`src/rtl/fetch_pair_buffer_if.sv`:
```
// Handshake bundle between fetch, the pair buffer and the dual-issue relayer.
// master = fetch/relayer side, slave = fetch_pair_buffer.
interface fetch_pair_buffer_if #(
  parameter int DEPTH = 8,
  parameter int IW    = 16
);
  localparam int CW = $clog2(DEPTH) + 1;

  logic          flush;
  logic          fill_valid;
  logic          fill_ready;
  logic [IW-1:0] fill_instr1;
  logic [IW-1:0] fill_instr2;
  logic [IW-1:0] instr1_o;
  logic [IW-1:0] instr2_o;
  logic          instr1_valid;
  logic          instr2_valid;
  logic          issingleinstr;
  logic          isstall;
  logic [CW-1:0] count_o;

  modport master (
    output flush, fill_valid, fill_instr1, fill_instr2, issingleinstr, isstall,
    input  fill_ready, instr1_o, instr2_o, instr1_valid, instr2_valid, count_o
  );

  modport slave (
    input  flush, fill_valid, fill_instr1, fill_instr2, issingleinstr, isstall,
    output fill_ready, instr1_o, instr2_o, instr1_valid, instr2_valid, count_o
  );
endinterface

```
`src/rtl/fetch_pair_buffer.sv`:
```
// Instruction pair queue: accepts 2 words per fill, retires 0/1/2 words per cycle.
// Optional issue statistics counters enabled by FETCH_PAIR_BUFFER_STATS_EN.
module fetch_pair_buffer #(
  parameter int DEPTH = 8,
  parameter int IW    = 16
) (
  input  logic                 clk,
  input  logic                 rst,
  fetch_pair_buffer_if.slave   bus
`ifdef FETCH_PAIR_BUFFER_STATS_EN
  ,
  output logic [15:0]          stall_cnt_o,
  output logic [15:0]          single_cnt_o
`endif
);
  localparam int PW = $clog2(DEPTH);
  localparam int CW = PW + 1;

  logic [IW-1:0] mem [DEPTH];
  logic [PW-1:0] rd_ptr_reg, rd_ptr_next, rd_ptr_p1;
  logic [PW-1:0] wr_ptr_reg, wr_ptr_next, wr_ptr_p1;
  logic [CW-1:0] count_reg, count_next;
  logic          valid1, valid2;
  logic          wr_en;
  logic [1:0]    retire;

  assign rd_ptr_p1 = rd_ptr_reg + PW'(1);
  assign wr_ptr_p1 = wr_ptr_reg + PW'(1);
  assign valid1    = (count_reg != '0);
  assign valid2    = (count_reg >= CW'(2));

  // Ready depends on stored count only, so freed slots become usable next cycle.
  assign bus.fill_ready = (count_reg <= CW'(DEPTH - 2));
  assign wr_en          = bus.fill_valid && bus.fill_ready;

  always_comb begin
    retire = 2'd0;
    if (!valid1 || bus.isstall) begin
      retire = 2'd0;
    end else if (bus.issingleinstr || !valid2) begin
      retire = 2'd1;
    end else begin
      retire = 2'd2;
    end
  end

  always_comb begin
    rd_ptr_next = rd_ptr_reg + PW'(retire);
    wr_ptr_next = wr_en ? (wr_ptr_reg + PW'(2)) : wr_ptr_reg;
    count_next  = count_reg - CW'(retire) + (wr_en ? CW'(2) : CW'(0));
  end

  always_ff @(posedge clk) begin
    if (rst || bus.flush) begin
      rd_ptr_reg <= '0;
      wr_ptr_reg <= '0;
      count_reg  <= '0;
    end else begin
      rd_ptr_reg <= rd_ptr_next;
      wr_ptr_reg <= wr_ptr_next;
      count_reg  <= count_next;
    end
  end

  // Storage is not reset: invalid slots are masked to NOP on the outputs.
  always_ff @(posedge clk) begin
    if (wr_en && !bus.flush && !rst) begin
      mem[wr_ptr_reg] <= bus.fill_instr1;
      mem[wr_ptr_p1]  <= bus.fill_instr2;
    end
  end

  assign bus.instr1_o     = valid1 ? mem[rd_ptr_reg] : '0;
  assign bus.instr2_o     = valid2 ? mem[rd_ptr_p1]  : '0;
  assign bus.instr1_valid = valid1;
  assign bus.instr2_valid = valid2;
  assign bus.count_o      = count_reg;

`ifdef FETCH_PAIR_BUFFER_STATS_EN
  logic [15:0] stall_cnt_reg, single_cnt_reg;

  // Statistics survive flush; only reset clears them.
  always_ff @(posedge clk) begin
    if (rst) begin
      stall_cnt_reg  <= '0;
      single_cnt_reg <= '0;
    end else begin
      if (valid1 && bus.isstall && (stall_cnt_reg != 16'hFFFF)) begin
        stall_cnt_reg <= stall_cnt_reg + 16'd1;
      end
      if ((retire == 2'd1) && (single_cnt_reg != 16'hFFFF)) begin
        single_cnt_reg <= single_cnt_reg + 16'd1;
      end
    end
  end

  assign stall_cnt_o  = stall_cnt_reg;
  assign single_cnt_o = single_cnt_reg;
`endif
endmodule

```
`src/flat_wrapper.sv`:
```
// flat-port wrapper written by rule: the top's interface ports become plain ports
module fetch_pair_buffer_flat 
#(
  parameter int DEPTH = 8,
  parameter int IW    = 16
)
  (clk, rst, bus_flush, bus_fill_valid, bus_fill_instr1, bus_fill_instr2, bus_issingleinstr, bus_isstall, bus_fill_ready, bus_instr1_o, bus_instr2_o, bus_instr1_valid, bus_instr2_valid, bus_count_o);
  fetch_pair_buffer_if #(.DEPTH(DEPTH), .IW(IW)) bus_i ();
  input  logic clk;
  input  logic rst;
  input wire logic [$bits(bus_i.flush)-1:0] bus_flush;
  input wire logic [$bits(bus_i.fill_valid)-1:0] bus_fill_valid;
  input wire logic [$bits(bus_i.fill_instr1)-1:0] bus_fill_instr1;
  input wire logic [$bits(bus_i.fill_instr2)-1:0] bus_fill_instr2;
  input wire logic [$bits(bus_i.issingleinstr)-1:0] bus_issingleinstr;
  input wire logic [$bits(bus_i.isstall)-1:0] bus_isstall;
  output wire logic [$bits(bus_i.fill_ready)-1:0] bus_fill_ready;
  output wire logic [$bits(bus_i.instr1_o)-1:0] bus_instr1_o;
  output wire logic [$bits(bus_i.instr2_o)-1:0] bus_instr2_o;
  output wire logic [$bits(bus_i.instr1_valid)-1:0] bus_instr1_valid;
  output wire logic [$bits(bus_i.instr2_valid)-1:0] bus_instr2_valid;
  output wire logic [$bits(bus_i.count_o)-1:0] bus_count_o;
  assign bus_i.flush = bus_flush;
  assign bus_i.fill_valid = bus_fill_valid;
  assign bus_i.fill_instr1 = bus_fill_instr1;
  assign bus_i.fill_instr2 = bus_fill_instr2;
  assign bus_i.issingleinstr = bus_issingleinstr;
  assign bus_i.isstall = bus_isstall;
  assign bus_fill_ready = bus_i.fill_ready;
  assign bus_instr1_o = bus_i.instr1_o;
  assign bus_instr2_o = bus_i.instr2_o;
  assign bus_instr1_valid = bus_i.instr1_valid;
  assign bus_instr2_valid = bus_i.instr2_valid;
  assign bus_count_o = bus_i.count_o;
  fetch_pair_buffer #(.DEPTH(DEPTH), .IW(IW)) u_core (.clk(clk), .rst(rst), .bus(bus_i));
endmodule
```
`config.mk`:
```
export PLATFORM = sky130hd
export DESIGN_NAME = fetch_pair_buffer_flat
export DESIGN_NICKNAME = d
export VERILOG_FILES = /design/src/rtl/fetch_pair_buffer_if.sv /design/src/rtl/fetch_pair_buffer.sv /design/src/flat_wrapper.sv
export SDC_FILE = /design/constraint.sdc
export NUM_CORES = 1
export LEC_CHECK = 0
export ABC_AREA = 1
export BUFFER_PORTS_ARGS = -buffer_cell sky130_fd_sc_hd__buf_2
export CORE_MARGIN = 2
export CORE_UTILIZATION = 30
export CTS_CLUSTER_SIZE = 8
export DETAILED_ROUTE_END_ITERATION = 16
export PLACE_DENSITY = 0.53
export RECOVER_POWER = 50
export SLEW_MARGIN = 10
export SYNTH_ARGS = -nofsm -noshare
export SYNTH_HDL_FRONTEND = slang
export SYNTH_SLANG_ARGS = --single-unit
export TNS_END_PERCENT = 30
```
`constraint.sdc`:
```
create_clock -name clk -period 4.02 [get_ports clk]
set_input_delay 0.402 -clock clk [delete_from_list [all_inputs] [get_ports clk]]
set_output_delay 0.402 -clock clk [all_outputs]
set_load 0.02 [all_outputs]
```
==> reports/metrics.cfg, run 1 <==
[synthesis]
synth_top_area_cell = edfxtp_1
synth_fp_nets = 984
synth_cells = 933
netlist_area_um2 = 7458
yosysWarnings = 0
netlist_top_cells_area = edfxtp_1, nand2_1, nand3_1, inv_1, nor2_1
synth_top_area_share_pct = 51.53
synth_cell_type_count = 23
avgSynthCellArea_um2 = 7.994
synth.yosys.seq_area_share_pct = 53.95
synth_seq_cells = 137

[cells_and_area]
final_cells = 1329
n_antenna_cell = 0
nNetsFinal = 1043
syn_to_final_growth_pct = 15.92
largest_reg_flops = 128
drive_gt1_share_pct = 9.055
nFillCells = 2590
final_util_pct = 35.45
layout_commonest_cell = nand2_1
final_cell_mix = nand2_1, inv_1, nand3_1

[sta]
period_needed_ns = 3.094
rsz0062_at_grt = no
fmaxAchievable_mhz = 323.2
tns_ns = 0
max-slew-margin-rel_pct = 31.56
min_period_over_period_pct = 76.96
worst_slew_pin_slew_ns = 1.027
clock-skew-final_ns = 0.006017
setup_viol = 0
drv_slew = 0
hold_viol = 0
holdWs_ns = 0.2371

[critical_path]
r2r-start = u_core.bus.count_o[2]
critical_path.max_stage_delay_ns = 0.55
r2r-end = u_core.bus.count_o[2]
critPathRequiredTime_ns = 3.62
crit_chain = clkinv_2 -> buf_12 -> nand2_1 -> nand3_1 -> nand3_1 -> nand2_1 -> nor2_1 -> buf_2
crit_type = reg2out
arrival_ns = 2.69
worstPathMaxFanout = 84
critPathCaptureType = output pin
startpoint_type = register
crit_buf_inv = 3
cpMaxStageDelayCell = clkinv_2
r2r_cells = 11
cp_top_family = buffers and inverters
r2r_slack_ns = 1.15
cp-startpoint = u_core.rd_ptr_reg[0]

[clocking]
clk_latency_ns = 0.42
h-tree-depth = 4
cts_buffers = 17
cts.sinks = 137
clk_path_buf_depth = 2
post_cts_resized = 0
post_cts_buffers = 0
clk_pin_slew_worst_paths_ns = 0.06
cts_root_buffer = clkbuf_16
cts_hold_buf = 0
cts_tree = built

[power_and_ir_drop]
leakage_uw = 0.003870
peakVddDrop_v = 0.0002821
p_per_area_nw_per_um2 = 547.2

[detailed_routing]
antenna_left = 0
drcViolationCount = 0
wl_per_cell_um = 14.35
routed_wl_um = 19070
vias = 5891
avgViaCountPerCell = 4.433
initialDrtViolationCount = 411
firstDrtPassIters = 5

[global_routing]
grt_overflow = 0
antenna_found_initial = 0
grt_util_all_layers_pct = 15.04
grt_pass1_vias = 5524
grt_pass1_wl_um = 30090
grt_max_degree = 104

[min_path]
hold_class = in2reg
min-delay-start = bus_fill_instr2[4]
whs_endpoint = u_core.mem[5][4]
holdPathStages = 1

[floorplanning]
initial_core_util_pct = 30.58
die-area_um2 = 26140
coreArea_um2 = 24390
die_height_um = 161.7
pin_count = 77
fp.dieW_um = 161.7
rows = 57

[status]
status = finished, final reports clean

[place]
io_buffers = 76
place_hpwl_um = 11710
gp_congestion = 0.7556
place_inst = 1297

[job]
drv_cap = 0

-- Yosys cell counts --
library cell    n
a21oi_1         2
buf_1           2
buf_2          35
buf_4           3
clkbuf_1       11
dfxtp_1         9
edfxtp_1      128
fa_1            3
ha_1           10
inv_1         148
inv_2           4
nand2_1       296
nand2_2         2
nand3_1       146
nor2_1        108
nor3_1          5
nor3b_1         1
o21ai_0        11
o21ai_1         5
xnor2_1         1
xnor2_2         1
xor2_1          1
xor2_2          1
-- cell families after synthesis --
group / synth area share [%]
buffers and inverters: 10.95
XOR/XNOR: 0.6712
flip-flops: 53.95
adder cells (fa/ha/maj): 2.483
AO/OA/AOI/OAI: 1.208
AND/OR/NAND/NOR: 30.73
-- layer usage --
layer	routed length, um	GRT usage [%]	vias to the layer above
li1	-	-	3042
met3	698	2.579	26
met1	8682	19.22	2692
met5	0	0	-
met4	473	6.114	0
met2	9215	25.39	131
-- metrics by stage --
step / setup slack (ns) / power, uW / instance area [um^2]
after global routing: 0.6434 / 5003 / 8646
final: 0.9261 / 4731 / 8646
after floorplan: 0.07552 / 2747 / 7458
after detailed placement: 1.161 / 3297 / 8149
after CTS: 0.8444 / 4800 / 8710
after global placement: 1.210 / 3289 / 8149
-- worst max-delay path by stage --
stage | to | slack, ns | cells past startpoint
after global placement | u_core.bus.count_o[2] | 1.21 | 11
after CTS | bus_instr2_o[14] | 0.84 | 8
after detailed placement | u_core.bus.count_o[2] | 1.16 | 11
after global routing | bus_instr1_o[14] | 0.64 | 8
final | bus_instr1_o[14] | 0.93 | 8
after floorplan | u_core.mem[0][0] | 0.08 | 7
-- where the power goes --
group | switching [uW] | internal (uW) | total (uW)
Combinational | 1130 | 461 | 1590
Sequential | 37.4 | 1610 | 1640
Clock | 593 | 906 | 1500
Total | 1760 | 2970 | 4730
-- cell type report --
class	instances	area, um^2	area share (%)
Inverter	152	571.8	6.614
Clock buffer	19	432.9	5.007
Sequential cell	137	4029	46.60
Multi-Input combinational cell	593	2628	30.39
Clock inverter	13	127.6	1.476
Timing Repair Buffer	91	451.7	5.224
Tap cell	324	405.4	4.689
(Power assumes the default switching activity.)
==> inputs of run 2 (changes only) <==
Clock period 4.02 ns to 3.1 ns, I/O delays scaled along.
==> run 2 against run 1 <==
Against the previous run:
- clock skew grew 0.0058 ns
- sequential power increased by 29%
- sequential share of layout area shrank 0.76 points
- clock power is 49% higher
- cell count rose by 0.23%
- register-to-register slack got worse by 0.67 ns
- combinational power up 33%
- die area unchanged
- utilization is 0.59 points higher
- cell area increased by 1.7%
- largest cell class unchanged
==> reports/metrics.cfg, run 2 (synthesis results as in run 1) <==
[clocking]
h-tree-depth = 4
post_cts_resized = 0
post_cts_buffers = 0
clk_path_buf_depth = 2
cts.sinks = 137
cts_tree = built
cts_hold_buf = 0
clk_pin_slew_worst_paths_ns = 0.06
clk_latency_ns = 0.43
cts_root_buffer = clkbuf_16
cts_buffers = 17

[detailed_routing]
antenna_left = 0
initialDrtViolationCount = 388
routed_wl_um = 19470
avgViaCountPerCell = 4.501
firstDrtPassIters = 5
wl_per_cell_um = 14.62
vias = 5995
drcViolationCount = 0

[sta]
drv_slew = 0
fmaxAchievable_mhz = 372.1
max-slew-margin-rel_pct = 32.05
setup_viol = 0
worst_slew_pin_slew_ns = 1.019
rsz0062_at_grt = no
period_needed_ns = 2.687
clock-skew-final_ns = 0.01179
holdWs_ns = 0.1367
hold_viol = 0
min_period_over_period_pct = 86.69

[cells_and_area]
final_util_pct = 36.04
regArea_um2 = 4029
layout_commonest_cell = nand2_1
largest_reg_flops = 128
nFillCells = 2523
final_cells = 1332
drive_gt1_share_pct = 9.722
multi_input_area_um2 = 2635
n_antenna_cell = 0
final_cell_mix = nand2_1, inv_1, nand3_1
nNetsFinal = 1046
syn_to_final_growth_pct = 17.85

[place]
place_inst = 1300
gp_congestion = 0.7438
io_buffers = 76
place_hpwl_um = 11820

[status]
status = finished, final reports clean

[critical_path]
crit_type = reg2out
startpoint_type = register
critPathRequiredTime_ns = 2.79
critPathCaptureType = output pin
arrival_ns = 2.38
worstPathMaxFanout = 34

[power_and_ir_drop]
finalPower_uw = 6459
p_per_area_nw_per_um2 = 734.9
leakage_uw = 0.003944
peakVddDrop_v = 0.0003238

[floorplanning]
coreArea_um2 = 24390
initial_core_util_pct = 30.58
die-area_um2 = 26140
fp.dieW_um = 161.7
pin_count = 77
die_height_um = 161.7
rows = 57

[job]
drv_cap = 0

[global_routing]
grt_overflow = 0
antenna_found_initial = 0
grt_pass1_vias = 5694
grt_max_degree = 91
grt_pass1_wl_um = 30560
grt_util_all_layers_pct = 15.32

[min_path]
hold_class = in2reg

## run 2: routing by layer
layer	track usage [%]	up-vias	routed length, um
li1	-	3047	-
met1	19.27	2782	8762
met2	26.83	148	9637
met3	2.783	18	808
met4	4.747	0	261
met5	0	-	0
## run 2: report_power, final
part           leakage, uW  total, uW  switching [uW]  internal (uW)
Combinational      0.00240       2110            1500            615
Clock             0.000311       2230             800           1430
Sequential         0.00123       2110            30.1           2080
Total              0.00394       6460            2330           4130
## run 2: path summary, 6_finish.rpt
kind                            cells past startpoint               endpoint             startpoint  slack [ns]
worst max-delay path                                8        bus_instr1_o[3]   u_core.rd_ptr_reg[1]        0.41
worst min register to register                      2   u_core.wr_ptr_reg[2]   u_core.wr_ptr_reg[2]        0.54
worst min-delay path                                4   u_core.wr_ptr_reg[1]                    rst        0.14
worst max register to register                     12  u_core.bus.count_o[3]  u_core.bus.count_o[3]        0.48
## run 2: through the flow
stage	setup WS [ns]	setup TNS (ns)	cell area, um^2
floorplan	-0.8445	-108.07	7458
global placement	0.5671	0	8197
detailed placement	0.5064	0	8197
CTS	0.3770	0	8843
global route	0.2063	0	8790
finish	0.4126	0	8790
## run 2: worst max-delay path, stage by stage (launching register included)
cell,delay [ns]
dfxtp_1,0.32
buf_4,0.30
inv_1,0.37
buf_4,0.32
nand3_1,0.10
nand2_1,0.07
nor2_1,0.04
nor2_1,0.21
buf_2,0.21
## run 2: cell type report
| type | count | share of cell area, % |
|---|---|---|
| Clock buffer | 18 | 4.883 |
| Clock inverter | 14 | 2.477 |
| Inverter | 152 | 6.505 |
| Multi-Input combinational cell | 593 | 29.98 |
| Sequential cell | 137 | 45.84 |
| Tap cell | 324 | 4.612 |
| Timing Repair Buffer | 94 | 5.708 |
